<file path="config.mk">
export PLATFORM = sky130hd
export DESIGN_NAME = pc_fetch_unit_flat
export DESIGN_NICKNAME = d
export VERILOG_FILES = /design/src/rtl/pc_fetch_unit_if.sv /design/src/rtl/pc_fetch_unit.sv /design/src/flat_wrapper.sv
export SDC_FILE = /design/constraint.sdc
export NUM_CORES = 1
export LEC_CHECK = 0
export ABC_AREA = 1
export ABC_CLOCK_PERIOD_IN_PS = 1200
export CORE_MARGIN = 1
export CORE_UTILIZATION = 44
export DETAILED_ROUTE_END_ITERATION = 10
export GPL_TIMING_DRIVEN = 0
export PLACE_DENSITY_LB_ADDON = 0.12
export SKIP_CTS_REPAIR_TIMING = 1
export SLEW_MARGIN = 40
export SYNTH_ARGS = -nofsm -noshare
export SYNTH_HDL_FRONTEND = slang
export SYNTH_SLANG_ARGS = --single-unit
</file>
<file path="constraint.sdc">
create_clock -name clk -period 1.2 [get_ports clk]
set_input_delay 0.12 -clock clk [delete_from_list [all_inputs] [get_ports clk]]
set_output_delay 0.12 -clock clk [all_outputs]
set_load 0.005 [all_outputs]
</file>
<file path="src/rtl/pc_fetch_unit_if.sv">
// pc_fetch_unit_if: instruction-memory read channel between the fetch unit (master) and memory (slave)
//   imem_req  : read request, held until imem_ack
//   imem_addr : read address, valid with imem_req
//   imem_ack  : imem_data valid, at most one per request
//   imem_data : fetched instruction word
interface pc_fetch_unit_if;
    logic        imem_req;
    logic [15:0] imem_addr;
    logic        imem_ack;
    logic [15:0] imem_data;
    modport master (output imem_req, imem_addr, input imem_ack, imem_data);
    modport slave  (input imem_req, imem_addr, output imem_ack, imem_data);
endinterface

</file>
<file path="src/rtl/pc_fetch_unit.sv">
// pc_fetch_unit: sequential instruction fetch with branch redirect, squash, stall hold and halt
//   clk           : clock, rising edge
//   rst_n         : asynchronous active-low reset
//   branch_valid  : taken-branch redirect request
//   branch_target : redirect address
//   stall         : decode cannot accept an instruction this cycle
//   imem          : instruction-memory read channel (master side)
//   instr_valid   : instr/pc_out/pc_plus2 valid to decode
//   instr         : delivered instruction
//   pc_out        : address of delivered instruction
//   pc_plus2      : pc_out + 2, wrapping at 16 bits
//   halted        : fetch permanently stopped
module pc_fetch_unit #(
    parameter logic [15:0] RESET_PC    = 16'h0000,
    parameter logic [3:0]  HALT_OPCODE = 4'hF
) (
    input  logic            clk,
    input  logic            rst_n,
    input  logic            branch_valid,
    input  logic [15:0]     branch_target,
    input  logic            stall,
    pc_fetch_unit_if.master imem,
    output logic            instr_valid,
    output logic [15:0]     instr,
    output logic [15:0]     pc_out,
    output logic [15:0]     pc_plus2,
    output logic            halted
);
    typedef enum logic [2:0] {IDLE, REQ, WAIT, HOLD, HALT} state_t;
    state_t      r_state, w_next;
    logic [15:0] r_pc, r_tgt, r_instr, r_pc_out, r_pc_plus2;
    logic        r_valid, r_squash;
    logic        w_ack, w_sq, w_take, w_redirect, w_halt_word;
    // An ack only counts while waiting; any pending or coincident branch squashes the word
    assign w_ack       = (r_state == WAIT) && imem.imem_ack;
    assign w_sq        = r_squash || branch_valid;
    assign w_take      = w_ack && !w_sq;
    assign w_redirect  = branch_valid && (r_state == IDLE || r_state == REQ || r_state == HOLD);
    assign w_halt_word = imem.imem_data[15:12] == HALT_OPCODE;
    always_ff @(posedge clk or negedge rst_n) begin
        if (!rst_n) r_state <= IDLE;
        else        r_state <= w_next;
    end
    always_comb begin
        w_next = r_state;
        case (r_state)
            IDLE:    w_next = REQ;
            REQ:     w_next = branch_valid ? REQ : WAIT;
            WAIT:    w_next = !imem.imem_ack ? WAIT : !w_take ? REQ : stall ? HOLD : w_halt_word ? HALT : REQ;
            // A held halt word still halts once decode accepts it, unless a branch drops it
            HOLD:    w_next = branch_valid ? REQ : stall ? HOLD : (r_instr[15:12] == HALT_OPCODE) ? HALT : REQ;
            HALT:    w_next = HALT;
            default: w_next = IDLE;
        endcase
    end
    always_comb begin
        imem.imem_req  = (r_state == REQ) || (r_state == WAIT);
        imem.imem_addr = r_pc;
        instr_valid    = r_valid;
        instr          = r_instr;
        pc_out         = r_pc_out;
        pc_plus2       = r_pc_plus2;
        // The halt word's own delivery cycle is shown as a delivery, not yet as halted
        halted         = (r_state == HALT) && !r_valid;
    end
    always_ff @(posedge clk or negedge rst_n) begin
        if (!rst_n) begin
            r_pc       <= RESET_PC;
            r_tgt      <= '0;
            r_squash   <= 1'b0;
            r_valid    <= 1'b0;
            r_instr    <= '0;
            r_pc_out   <= '0;
            r_pc_plus2 <= '0;
        end else begin
            // PC stays put during WAIT so the request address is stable; a squashed ack picks up the recorded target
            r_pc     <= w_redirect ? branch_target :
                        w_take     ? r_pc + 16'd2  :
                        w_ack      ? (branch_valid ? branch_target : r_tgt) : r_pc;
            r_tgt    <= (r_state == WAIT && branch_valid) ? branch_target : r_tgt;
            r_squash <= (r_state == WAIT) && !imem.imem_ack && w_sq;
            r_valid  <= w_take || (r_state == HOLD && w_next == HOLD);
            if (w_take) begin
                r_instr    <= imem.imem_data;
                r_pc_out   <= r_pc;
                r_pc_plus2 <= r_pc + 16'd2;
            end
        end
    end
endmodule
</file>
<file path="src/flat_wrapper.sv">
// flat-port wrapper written by rule: the top's interface ports become plain ports
module pc_fetch_unit_flat 
#(
    parameter logic [15:0] RESET_PC    = 16'h0000,
    parameter logic [3:0]  HALT_OPCODE = 4'hF
)
  (clk, rst_n, branch_valid, branch_target, stall, instr_valid, instr, pc_out, pc_plus2, halted, imem_imem_req, imem_imem_addr, imem_imem_ack, imem_imem_data);
  pc_fetch_unit_if imem_i ();
  input  logic clk;
  input  logic rst_n;
  input  logic branch_valid;
  input  logic [15:0] branch_target;
  input  logic stall;
  output logic instr_valid;
  output logic [15:0] instr;
  output logic [15:0] pc_out;
  output logic [15:0] pc_plus2;
  output logic halted;
  output wire logic [$bits(imem_i.imem_req)-1:0] imem_imem_req;
  output wire logic [$bits(imem_i.imem_addr)-1:0] imem_imem_addr;
  input wire logic [$bits(imem_i.imem_ack)-1:0] imem_imem_ack;
  input wire logic [$bits(imem_i.imem_data)-1:0] imem_imem_data;
  assign imem_imem_req = imem_i.imem_req;
  assign imem_imem_addr = imem_i.imem_addr;
  assign imem_i.imem_ack = imem_imem_ack;
  assign imem_i.imem_data = imem_imem_data;
  pc_fetch_unit #(.RESET_PC(RESET_PC), .HALT_OPCODE(HALT_OPCODE)) u_core (.clk(clk), .rst_n(rst_n), .branch_valid(branch_valid), .branch_target(branch_target), .stall(stall), .imem(imem_i), .instr_valid(instr_valid), .instr(instr), .pc_out(pc_out), .pc_plus2(pc_plus2), .halted(halted));
endmodule
</file>
==> summary.txt <==
STATUS
-------------------------------------------------------------------------------------------
Outcome ...................................................................... finished, violations left
Violations in the final reports .............................................. setup timing

PLACEMENT
-------------------------------------------------------------------------------------------
RD Place Congestion ..........................................................        0.876
Detailed Place HPWL .......................................................... 7470 microns
Port buffer count ............................................................          102

CLOCKING
-------------------------------------------------------------------------------------------
Clock tree from TritonCTS ....................................................          yes
Root Buffer Master ........................................................... sky130_fd_sc_hd__clkbuf_8
Number of H-tree levels ......................................................            3
Source-to-sink clock delay at the later pin of the worst-skew pair ...........      0.35 ns
Number of CTS-inserted buffers ...............................................            9
Clock sinks ..................................................................           84
Number of buffers on the longest clock path ..................................            2
Clock edge transition at the registers on the reported setup and hold paths ..      0.08 ns

TIMING
-------------------------------------------------------------------------------------------
Final-layout setup total negative slack ......................................    -14.35 ns
Crit path time final .........................................................      1.56 ns
Final Max Tran Viols .........................................................            0
Count of endpoints failing setup in the final report .........................           70
Minimum hold slack ...........................................................     0.180 ns
Smallest setup slack after layout ............................................    -0.356 ns
Maximum achievable frequency .................................................    0.643 GHz
Slew of the pin with the lowest slew margin ..................................     0.460 ns
Setup repair after global routing missed its margin ..........................          yes
Clk_skew .....................................................................   0.00699 ns
Final period util ............................................................         130%
Worst-case headroom to the max-slew limit ....................................        69.3%
Hold Vio Cnt, Final ..........................................................            0

WORST SETUP PATH
-------------------------------------------------------------------------------------------
Critical path class .......................................................... flop to flop
Critical Path Sink Type ......................................................         flop
Beginning of the worst register-to-register path ............................. u_core.imem.imem_addr[1]
Crit path cell chain ......................................................... ha_2, nand2_4, nor2_4, nand2_4, o21ai_1, nand3_1, nand2_1, nand2_1, o21ai_0
Max FO, Critical Path ........................................................            5
Slowest stage cell, crit path ................................................ sky130_fd_sc_hd__dfrtp_2
Peak per-stage delay on the critical path ....................................      0.41 ns
Start point of the critical path ............................................. u_core.imem.imem_addr[1]
Capture instance of the worst register-to-register path ...................... u_core.imem.imem_addr[11]
Path depth of the worst reg2reg path .........................................            9
Critical path data required time .............................................      1.46 ns
Setup crit start kind ........................................................         flop
Register-to-register setup slack .............................................     -0.36 ns
Critical Path AT .............................................................      1.81 ns
End point of the critical path ............................................... u_core.imem.imem_addr[11]

DRT
-------------------------------------------------------------------------------------------
Top sig layer ................................................................         met4
Residual DRC count ...........................................................            0
Antenna viol nets, final .....................................................            0
Initial DRT Pass Iterations ..................................................            4
Detailed Route WL ............................................................ 11400 microns
Wire length the detailed router placed on met1 ............................... 4910 microns
DR WL met2 ................................................................... 5680 microns
Average vias per placed instance .............................................         5.00
Met3 routed wirelength .......................................................  620 microns
Routed length per placed instance ............................................ 15.0 microns
Number of design-rule violations left by the first detailed-router iteration .          169
Total vias in the final route ................................................         3803

POWER
-------------------------------------------------------------------------------------------
NetSw ........................................................................    0.00479 W
Power density of the placed cells ............................................ 2090 nW/um^2
Internal power summed over all cells .........................................    0.00850 W
Logic pwr share ..............................................................        47.0%
Maximum ir drop on the vdd rail ..............................................     0.896 mV
Switching share of power .....................................................        36.1%
Share of power burned in registers ...........................................        37.9%
Total leakage power ..........................................................      3.87 nW
Clock power frac .............................................................        15.1%

DIE
-------------------------------------------------------------------------------------------
Initial cell density of the core .............................................        45.3%
DIE WIDTH .................................................................... 96.5 microns
Num ports ....................................................................          104
FP Rows ......................................................................           34
Floorplan Core Area ..........................................................   8680 sq um
Area of the die ..............................................................   9320 sq um
Overall die height ........................................................... 96.5 microns

LOGIC SYNTHESIS
-------------------------------------------------------------------------------------------
Flop and latch count out of synthesis ........................................           84
Post-Synthesis Cells .........................................................          488
Yosys synthesis warning count ................................................            0
Syn Std Cell Area ............................................................   3930 sq um
Share of the yosys chip area belonging to registers ..........................        53.5%
Dominant synthesized flop cell ............................................... sky130_fd_sc_hd__dfrtp_1
Count of different cell masters after synthesis ..............................           26
Post-Synthesis Net Count .....................................................          526
Async set or reset register ratio after synthesis ............................         100%
Synth Area per Inst ..........................................................   8.06 sq um
Number of flops mapped to enable cells by yosys ..............................            0

FINAL LAYOUT
-------------------------------------------------------------------------------------------
Commonest non-fill, non-tap cell in the layout ............................... sky130_fd_sc_hd__nand2_1
Number of nets in the layout .................................................          686
Layout cell share with drive strength beyond 1 ...............................        27.0%
Sequential cell area .........................................................   2110 sq um
Antenna cells ................................................................            0
Top library cells by usage in the layout, fill and taps aside ................ sky130_fd_sc_hd__nand2_1, sky130_fd_sc_hd__dfrtp_1, sky130_fd_sc_hd__dlymetal6s2s_1, sky130_fd_sc_hd__nand2_2, sky130_fd_sc_hd__buf_4
Number of inserted filler cells in the final layout ..........................          650
Area growth from synthesis to layout .........................................        61.9%
Area of combinational cells with multiple inputs .............................   1840 sq um

GRT
-------------------------------------------------------------------------------------------
First-pass GRT wire length ................................................... 16100 microns
Via count of the first global-routing pass ...................................         3317
Pin count of the biggest net entering global routing .........................           54
Overflow left after global routing ...........................................            0
Total GRT Usage ..............................................................        23.0%
Number of antenna violations at the first check in global routing ............            0

MIN PATH
-------------------------------------------------------------------------------------------
Hold crit path type .......................................................... primary input to flop
Startpoint of the most critical hold path .................................... branch_valid

JOB
-------------------------------------------------------------------------------------------
Reported max-cap violation count .............................................            0

## worst min-delay path by stage
| stage | slack (ns) | depth (start not counted) | end |
|---|---|---|---|
| 3_5_place_dp | 0.02 | 1 | u_core.pc_plus2[9] |
| 5_1_grt | 0.19 | 3 | u_core.r_squash |
| 2_1_floorplan | -0.18 | 0 | u_core.imem.imem_addr[0] |
| 3_3_place_gp | 0.45 | 2 | u_core.instr[4] |
| 4_1_cts | -0.36 | 1 | u_core.pc_plus2[9] |
| 6_report | 0.18 | 3 | u_core.r_squash |
## power by group through the flow
stage | Sequential (W) | Clock, W | Combinational, W
finish | 0.00505 | 0.00201 | 0.00624
global route | 0.00519 | 0.00215 | 0.00689
CTS | 0.00501 | 0.00205 | 0.00507
global placement | 0.00502 | 0 | 0.00493
detailed placement | 0.00506 | 0 | 0.00505
floorplan | 0.00498 | 0 | 0.00217
## routing by layer
layer	track usage, %	vias up
li1	-	1856
met1	32.6	1825
met2	36.2	108
met3	3.29	14
met4	7.60	0
met5	0	-
## Yosys cell counts, types with 3 or more instances
master                       n  area share [%]
sky130_fd_sc_hd__inv_2       4            0.38
sky130_fd_sc_hd__nor3_1      4            0.51
sky130_fd_sc_hd__dfrtp_1    84              53
sky130_fd_sc_hd__o211ai_1    3            0.57
sky130_fd_sc_hd__o21ai_1     8             1.0
sky130_fd_sc_hd__inv_1      40             3.8
sky130_fd_sc_hd__nor2_2      3            0.48
sky130_fd_sc_hd__buf_6       8             2.3
sky130_fd_sc_hd__nor2_1     25             2.4
sky130_fd_sc_hd__nand2_2     4            0.64
sky130_fd_sc_hd__clkbuf_1    5            0.48
sky130_fd_sc_hd__o21ai_0    47             6.0
sky130_fd_sc_hd__nand3_1    18             2.3
sky130_fd_sc_hd__nand4_1     5            0.80
sky130_fd_sc_hd__nand2_1   199              19
sky130_fd_sc_hd__a21oi_1    13             1.7
sky130_fd_sc_hd__buf_2       6            0.76
## worst max-delay path: cells and delay by family, from the launching register on
| family | cells | cell delay [ns] |
|---|---|---|
| AND/OR/NAND/NOR | 6 | 0.61 |
| AO/OA/AOI/OAI | 2 | 0.23 |
| adder cells (fa/ha/maj) | 1 | 0.21 |
| flip-flops | 1 | 0.41 |
## metrics by stage
| step | power [W] | setup slack [ns] | area (sq um) | std cells | util [%] |
|---|---|---|---|---|---|
| after floorplan | 0.00715 | -0.145 | 3990 | 488 | - |
| final | 0.0133 | -0.356 | 6370 | 760 | 73.4 |
| after global placement | 0.00995 | -3.05 | 5150 | 698 | 59.3 |
| after global routing | 0.0142 | -0.401 | 6370 | 760 | 73.4 |
| after CTS | 0.0121 | -0.548 | 5370 | 714 | 61.9 |
| after detailed placement | 0.0101 | -0.410 | 5180 | 699 | 59.7 |
## sequential cells by signal, indices dropped and copies added, names as in the netlist
name,count
u_core.imem.imem_addr,16
u_core.instr,16
u_core.instr_valid,1
u_core.pc_out,15
u_core.pc_plus2,16
u_core.r_squash,1
u_core.r_state,3
u_core.r_tgt,16
## final cells by class
type / count / area share [%]
multi-input combinational: 339 / 29.0
buffer: 21 / 3.69
tap: 108 / 2.12
inverter: 44 / 2.63
clock buffer: 11 / 2.22
timing repair buffer: 149 / 26.4
sequential: 84 / 33.2
clock inverter: 4 / 0.786
## cells by family (layout without fill, tap and decap cells)
family / after synthesis / after routing / share of synthesized area, %
muxes: 1 / 1 / 0.286
AOI/OAI and AO/OA: 74 / 74 / 9.87
and+or+nand+nor: 262 / 262 / 27.7
xor gates and xnor gates: 1 / 1 / 0.223
buffers and inverters: 65 / 229 / 8.12
adders and majority gates: 1 / 1 / 0.318
DFF: 84 / 84 / 53.5
Note: power is estimated with default switching activity, not from simulation.
==> patch 1 (config.mk and constraints unchanged) <==
Add an input register stage for `branch_target`, with the module's reset; this delays it by one clock. The other inputs are not delayed to match.
--- a/src/rtl/pc_fetch_unit.sv
+++ b/src/rtl/pc_fetch_unit.sv
@@ -28,4 +28,15 @@
 );
     typedef enum logic [2:0] {IDLE, REQ, WAIT, HOLD, HALT} state_t;
+
+    logic [15:0] branch_target_q;
+
+    always_ff @(posedge clk or negedge rst_n) begin
+        if (!rst_n) begin
+            branch_target_q <= '0;
+        end else begin
+            branch_target_q <= branch_target;
+        end
+    end
+
     state_t      r_state, w_next;
     logic [15:0] r_pc, r_tgt, r_instr, r_pc_out, r_pc_plus2;
@@ -75,8 +86,8 @@
         end else begin
             // PC stays put during WAIT so the request address is stable; a squashed ack picks up the recorded target
-            r_pc     <= w_redirect ? branch_target :
+            r_pc     <= w_redirect ? branch_target_q :
                         w_take     ? r_pc + 16'd2  :
-                        w_ack      ? (branch_valid ? branch_target : r_tgt) : r_pc;
-            r_tgt    <= (r_state == WAIT && branch_valid) ? branch_target : r_tgt;
+                        w_ack      ? (branch_valid ? branch_target_q : r_tgt) : r_pc;
+            r_tgt    <= (r_state == WAIT && branch_valid) ? branch_target_q : r_tgt;
             r_squash <= (r_state == WAIT) && !imem.imem_ack && w_sq;
             r_valid  <= w_take || (r_state == HOLD && w_next == HOLD);
Formal check against the unedited RTL: not equivalent (a bounded check fails within 4 cycles, from zero or initial values and one cycle with rst_n low).
==> patch 1 against the unedited design <==
- the run still ends with setup timing left
- final area is 2.6% higher
- combinational power is 3% lower
- wire length is 0.39% higher
- worst setup slack worse by 0.027 ns
- hold slack worse by 0.066 ns
- clock skew is 0.0020 ns higher
- sequential cell count is 16 higher
- critical path depth is 1 lower
- synthesized area is 9.5% higher
- first-iteration DRC count is 15% lower
- total power is 5.1% higher
==> patch 1: results (changes against the unedited design) <==
- Top FF cell, synth: dfrtp_1
- Cells after synthesis: 505 (+3.5%)
- Pleak: 3.97 nW (+2.7%)
- FF-to-FF path depth: 8 (-1)
- Placed cells: 737 (+5.4%)
- # setup viols final: 87 (+24%)
- Fill cells: 729 (+12%)
- Part of the Yosys area used for sequential elements: 58.1% (+4.7 points)
- Peak supply drop: 1.11 mV (+24%)
- Power per cell area: 2140 mW/mm2 (+2.4%)
- Max clock buf depth: 2 (unchanged)
- Drt pass-1 iters: 4 (unchanged)
- Mux cell area share after synthesis: 0.262% (-0.025 points)
- Post-synth ARST share: 100% (unchanged)
- Antenna violations before repair: 0 (unchanged)
- Pre-CTS setup slack: -0.522 ns (-0.113 ns)
- Iteration-0 DRC Markers: 143 (-15%)
- Net count after synthesis: 543 (+3.2%)
- Crit-path max cell delay: 0.44 ns (+0.03 ns)
- Total Wirelength: 11,400 um (+0.39%)
- Vias per inst: 4.81 (-4.0%)
- Synth top cells by count: nand2_1, dfrtp_1, inv_1
- Clk_skew: 0.00903 ns (+0.00204 ns)
- Gpl congestion: 0.835 (-4.7%)
- Outcome: finished, violations left
- Share of cells above drive strength 1: 20.5% (-6.5 points)
- Synth Area in Compound Gates: 9.04% (-0.83 points)
- Worst-skew pair later-pin latency: 0.36 ns
- Peak fanout along the critical path: 9 (+4)
- Vias post-DR: 3,873 (+1.8%)
- CTS root buf: clkbuf_8
- Port Buf Inserts: 102 (unchanged)
- DP HPWL: 7670 um (+2.7%)
- First-pass GRT wire length: 17,100 um (+6.3%)
- Placed instance area: 0.00554 mm2 (+7.0%)
- Syn. warnings: 0 (unchanged)
- Distinct cells, synth: 32 (+23%)
- Total Routing Usage GR: 22.0% (-0.96 points)
- Synth Area in Adders: 0.291% (-0.028 points)
- Clock-pin slew on the worst setup and hold paths: 0.09 ns
- Vias in the first global route: 3,488 (+5.2%)
- Slowest CP cell: dfrtp_2
- Crit path DAT: 1.84 ns (+0.03 ns)
- Slew headroom: 71.6% (+2.2 points)
- Final nets: 710 (+3.5%)
- Synth top area cells: dfrtp_1, nand2_1, o21ai_0
- Cts bufs inserted: 9 (unchanged)
- Final Worst Setup Slack: -0.383 ns (-0.0266 ns)
- Hold depth: 3 (unchanged)
- CTS H-tree depth: 3 (unchanged)
- Xor and xnor area share after synthesis: 0.407% (+0.18 points)
- Largest net degree at the start of global routing: 62 (+15%)
- Failing checks: setup timing
- ANT cells: 0 (unchanged)
[patch 1: changes by cell type after synthesis, moves of 3 or more]
| cell | before | now |
|---|---|---|
| dfrtp_1 | 84 | 100 |
| inv_1 | 40 | 47 |
| a21oi_1 | 13 | 18 |
| buf_6 | 8 | 3 |
| o21ai_1 | 8 | 3 |
| nand2_1 | 199 | 195 |
| inv_2 | 4 | 1 |
| nand2_2 | 4 | 1 |
| nor2_1 | 25 | 28 |
| o22ai_1 | 0 | 3 |
[patch 1: cell type report]
cell class | count | share of cell area [%]
Timing Repair Buffer | 156 | 25.0
Buffer | 21 | 2.59
Clock inverter | 4 | 1.11
Sequential cell | 100 | 38.5
Inverter | 48 | 2.87
Tap cell | 129 | 2.47
Clock buffer | 12 | 2.22
Multi-Input combinational cell | 336 | 25.3
[patch 1: path summary, 6_finish.rpt]
kind | from | to | slack [ns]
max reg2reg | u_core.r_state[0] | u_core.r_state[0] | -0.38
min in group asynchronous | rst_n | u_core.pc_out[4] | 0.22
max | u_core.r_state[0] | u_core.r_state[0] | -0.38
min reg2reg | u_core.pc_plus2[1] | u_core.pc_plus2[1] | 0.48
max in group asynchronous | rst_n | u_core.imem.imem_addr[10] | 0.38
min | branch_valid | u_core.r_squash | 0.11
[patch 1: where the power goes]
part	internal, mW	switching, mW
registers	4.67	0.867
logic	3.34	2.72
clock network	1.23	1.14
total	9.24	4.73
[patch 1: logic make-up (layout without fill, tap and decap cells)]
kind of cell / Yosys count / count (layout)
compound gates: 74 / 74
xor+xnor: 2 / 2
fa+ha+maj: 1 / 1
buf+inv: 69 / 241
flops: 100 / 100
mux: 1 / 1
simple gates: 258 / 258
[patch 1: stage by stage]
stage | hold WS, ns | TNS (ns)
floorplan | -0.176 | -1.54
global placement | 0.463 | -393.78
detailed placement | 0.0172 | -29.94
CTS | -0.388 | -35.18
global route | 0.120 | -30.68
finish | 0.114 | -23.04
[patch 1: metal layers]
metal  track usage (%)  part of all wire [%]  vias up
li1                  -                     -     1923
met1              30.3                    45     1823
met2              35.8                    50      118
met3              4.09                   4.7        9
met4              6.24                   1.0        0
met5                 0                     0        -
[patch 1: critical path: cells and delay by family (launching register included)]
family                 cells  cell delay [ns]
AOI/OAI and AO/OA          2             0.19
DFF                        1             0.44
buffers and inverters      3             0.41
and+or+nand+nor            3             0.42
==> patch 2 (config.mk and constraints unchanged) <==
Made on the original files. Encoding of `state_t`: now Gray code (3 bits for 5 states).
--- a/src/rtl/pc_fetch_unit.sv
+++ b/src/rtl/pc_fetch_unit.sv
@@ -27,5 +27,5 @@
     output logic            halted
 );
-    typedef enum logic [2:0] {IDLE, REQ, WAIT, HOLD, HALT} state_t;
+    typedef enum logic [2:0] {IDLE = 3'b000, REQ = 3'b001, WAIT = 3'b011, HOLD = 3'b010, HALT = 3'b110} state_t;
     state_t      r_state, w_next;
     logic [15:0] r_pc, r_tgt, r_instr, r_pc_out, r_pc_plus2;
Check against the original RTL: no difference found for any inputs over 10 cycles, from zero or initial values and one cycle with rst_n low; not proved beyond that.
==> patch 2 against the unedited design <==
- the run still ends with setup timing left
- final area fell by 2.8%
- final cell count fell by 4.5%
- combinational power rose by 5.1%
- total power rose by 3.2%
- count of clock-buffer cells in the layout rose by 1
- first-iteration DRC count fell by 7.7%
- worst setup slack got worse by 0.073 ns
- wire length fell by 1.2%
- synthesized area rose by 1.1%
- sequential cell count did not move
- critical path type unchanged
- largest power group unchanged
==> patch 2: results (changes against the unedited design) <==
- Distinct cells, synth: 31 (+19%)
- Largest net degree at the start of global routing: 60 (+11%)
- Vias post-DR: 3,687 (-3.1%)
- Port Buf Inserts: 103 (+0.98%)
- Part of the Yosys area used for sequential elements: 52.9% (-0.61 points)
- Post-synth ARST share: 100% (unchanged)
- DP HPWL: 7550 um (+1.1%)
- DR WL/cell: 15.5 um (+3.4%)
- Iteration-0 DRC Markers: 156 (-7.7%)
- Total Routing Usage GR: 22.6% (-0.34 points)
- Failing checks: setup timing
- Peak supply drop: 1.06 mV (+19%)
- Gpl congestion: 0.848 (-3.3%)
- Clk_skew: 0.00843 ns (+0.00144 ns)
- Worst-Margin Slew: 0.282 ns (-0.178 ns)
- Drt pass-1 iters: 5 (+1)
- Placed instance area: 0.00522 mm2 (+0.82%)
- Mux cell area share after synthesis: 6.99% (+6.7 points)
- Sw Share: 36.1% (about the same)
- Hold Crit Class: primary input to async pin
- Synth Area in Adders: 0.315% (-0.0036 points)
- Xor and xnor area share after synthesis: 0.441% (+0.22 points)
- Peak fanout along the critical path: 7 (+2)
- Crit path DAT: 1.92 ns (+0.11 ns)
- Vias in the first global route: 3,448 (+3.9%)
- Share of cells above drive strength 1: 27.2% (+0.19 points)
- Final Worst Setup Slack: -0.429 ns (-0.0725 ns)
- # setup viols final: 92 (+31%)
- Synth top cells by count: nand2_1, dfrtp_1, inv_1
- Outcome: finished, violations left
[patch 2: cell count changes in the layout (fill, tap and decap cells not counted), sizes merged, moves of 6 or more]
cell	delta
nand2	-16
mux2	+16
a21oi	-7
dlymetal6s2s	-8
buf	-6
o21ai	-14
clkdlybuf4s50	+8
mux2i	+6
[patch 2: final cells by class]
cell class / count / area (um2)
sequential: 84 / 2110
clock inverter: 4 / 31.3
buffer: 17 / 208
inverter: 39 / 156
multi-input combinational: 321 / 1820
timing repair buffer: 141 / 1560
tap: 108 / 135
clock buffer: 12 / 165
fill: 659 / 2530
[patch 2: logic make-up (layout without fill, tap and decap cells)]
kind of cell	after synthesis	after routing
multiplexers	23	23
flip-flops	84	84
adder cells (fa/ha/maj)	1	1
AO/OA/AOI/OAI	51	51
buffers and inverters	56	213
AND/OR/NAND/NOR	244	244
XOR/XNOR	2	2
[patch 2: through the flow]
stage	hold slack, ns	cells	setup WS [ns]
final	0.188	726	-0.429
after global routing	0.206	726	-0.531
after CTS	-0.389	689	-0.716
after detailed placement	-0.00184	673	-0.569
after global placement	0.460	672	-3.05
after floorplan	-0.176	461	-0.135
[patch 2: layer usage]
layer	vias to the layer above	track usage, %	part of all wire (%)
li1	1772	-	-
met1	1781	30.8	43
met2	116	36.9	50
met3	18	3.60	5.1
met4	0	7.69	1.8
met5	-	0	0
[patch 2: power groups by stage]
stage | sequential, mW | combinational [mW] | clock (mW)
final | 5.17 | 6.56 | 2.00
after global routing | 5.32 | 7.17 | 2.14
after CTS | 5.15 | 5.52 | 2.02
after detailed placement | 5.18 | 5.50 | 0
after global placement | 5.16 | 5.38 | 0
after floorplan | 5.08 | 2.56 | 0
[patch 2: path summary, 6_finish.rpt]
kind,from,end,cells after the start
worst max-delay path,u_core.r_state[2],u_core.r_state[1],8
worst min-delay path,rst_n,u_core.r_tgt[9],2
worst max register to register,u_core.r_state[2],u_core.r_state[1],8
worst min register to register,u_core.pc_plus2[5],u_core.pc_plus2[5],2
max in group asynchronous,rst_n,u_core.imem.imem_addr[3],3
min in group clk,imem_imem_data[10],u_core.instr[10],3
[patch 2: worst max-delay path, cell delays in order, from the launching register on]
cell	delay (ns)
dfrtp_2	0.45
inv_4	0.09
nand3_4	0.09
nor2_4	0.16
nand2_4	0.14
buf_8	0.17
a21oi_1	0.21
o21ai_0	0.15
nand3_1	0.10
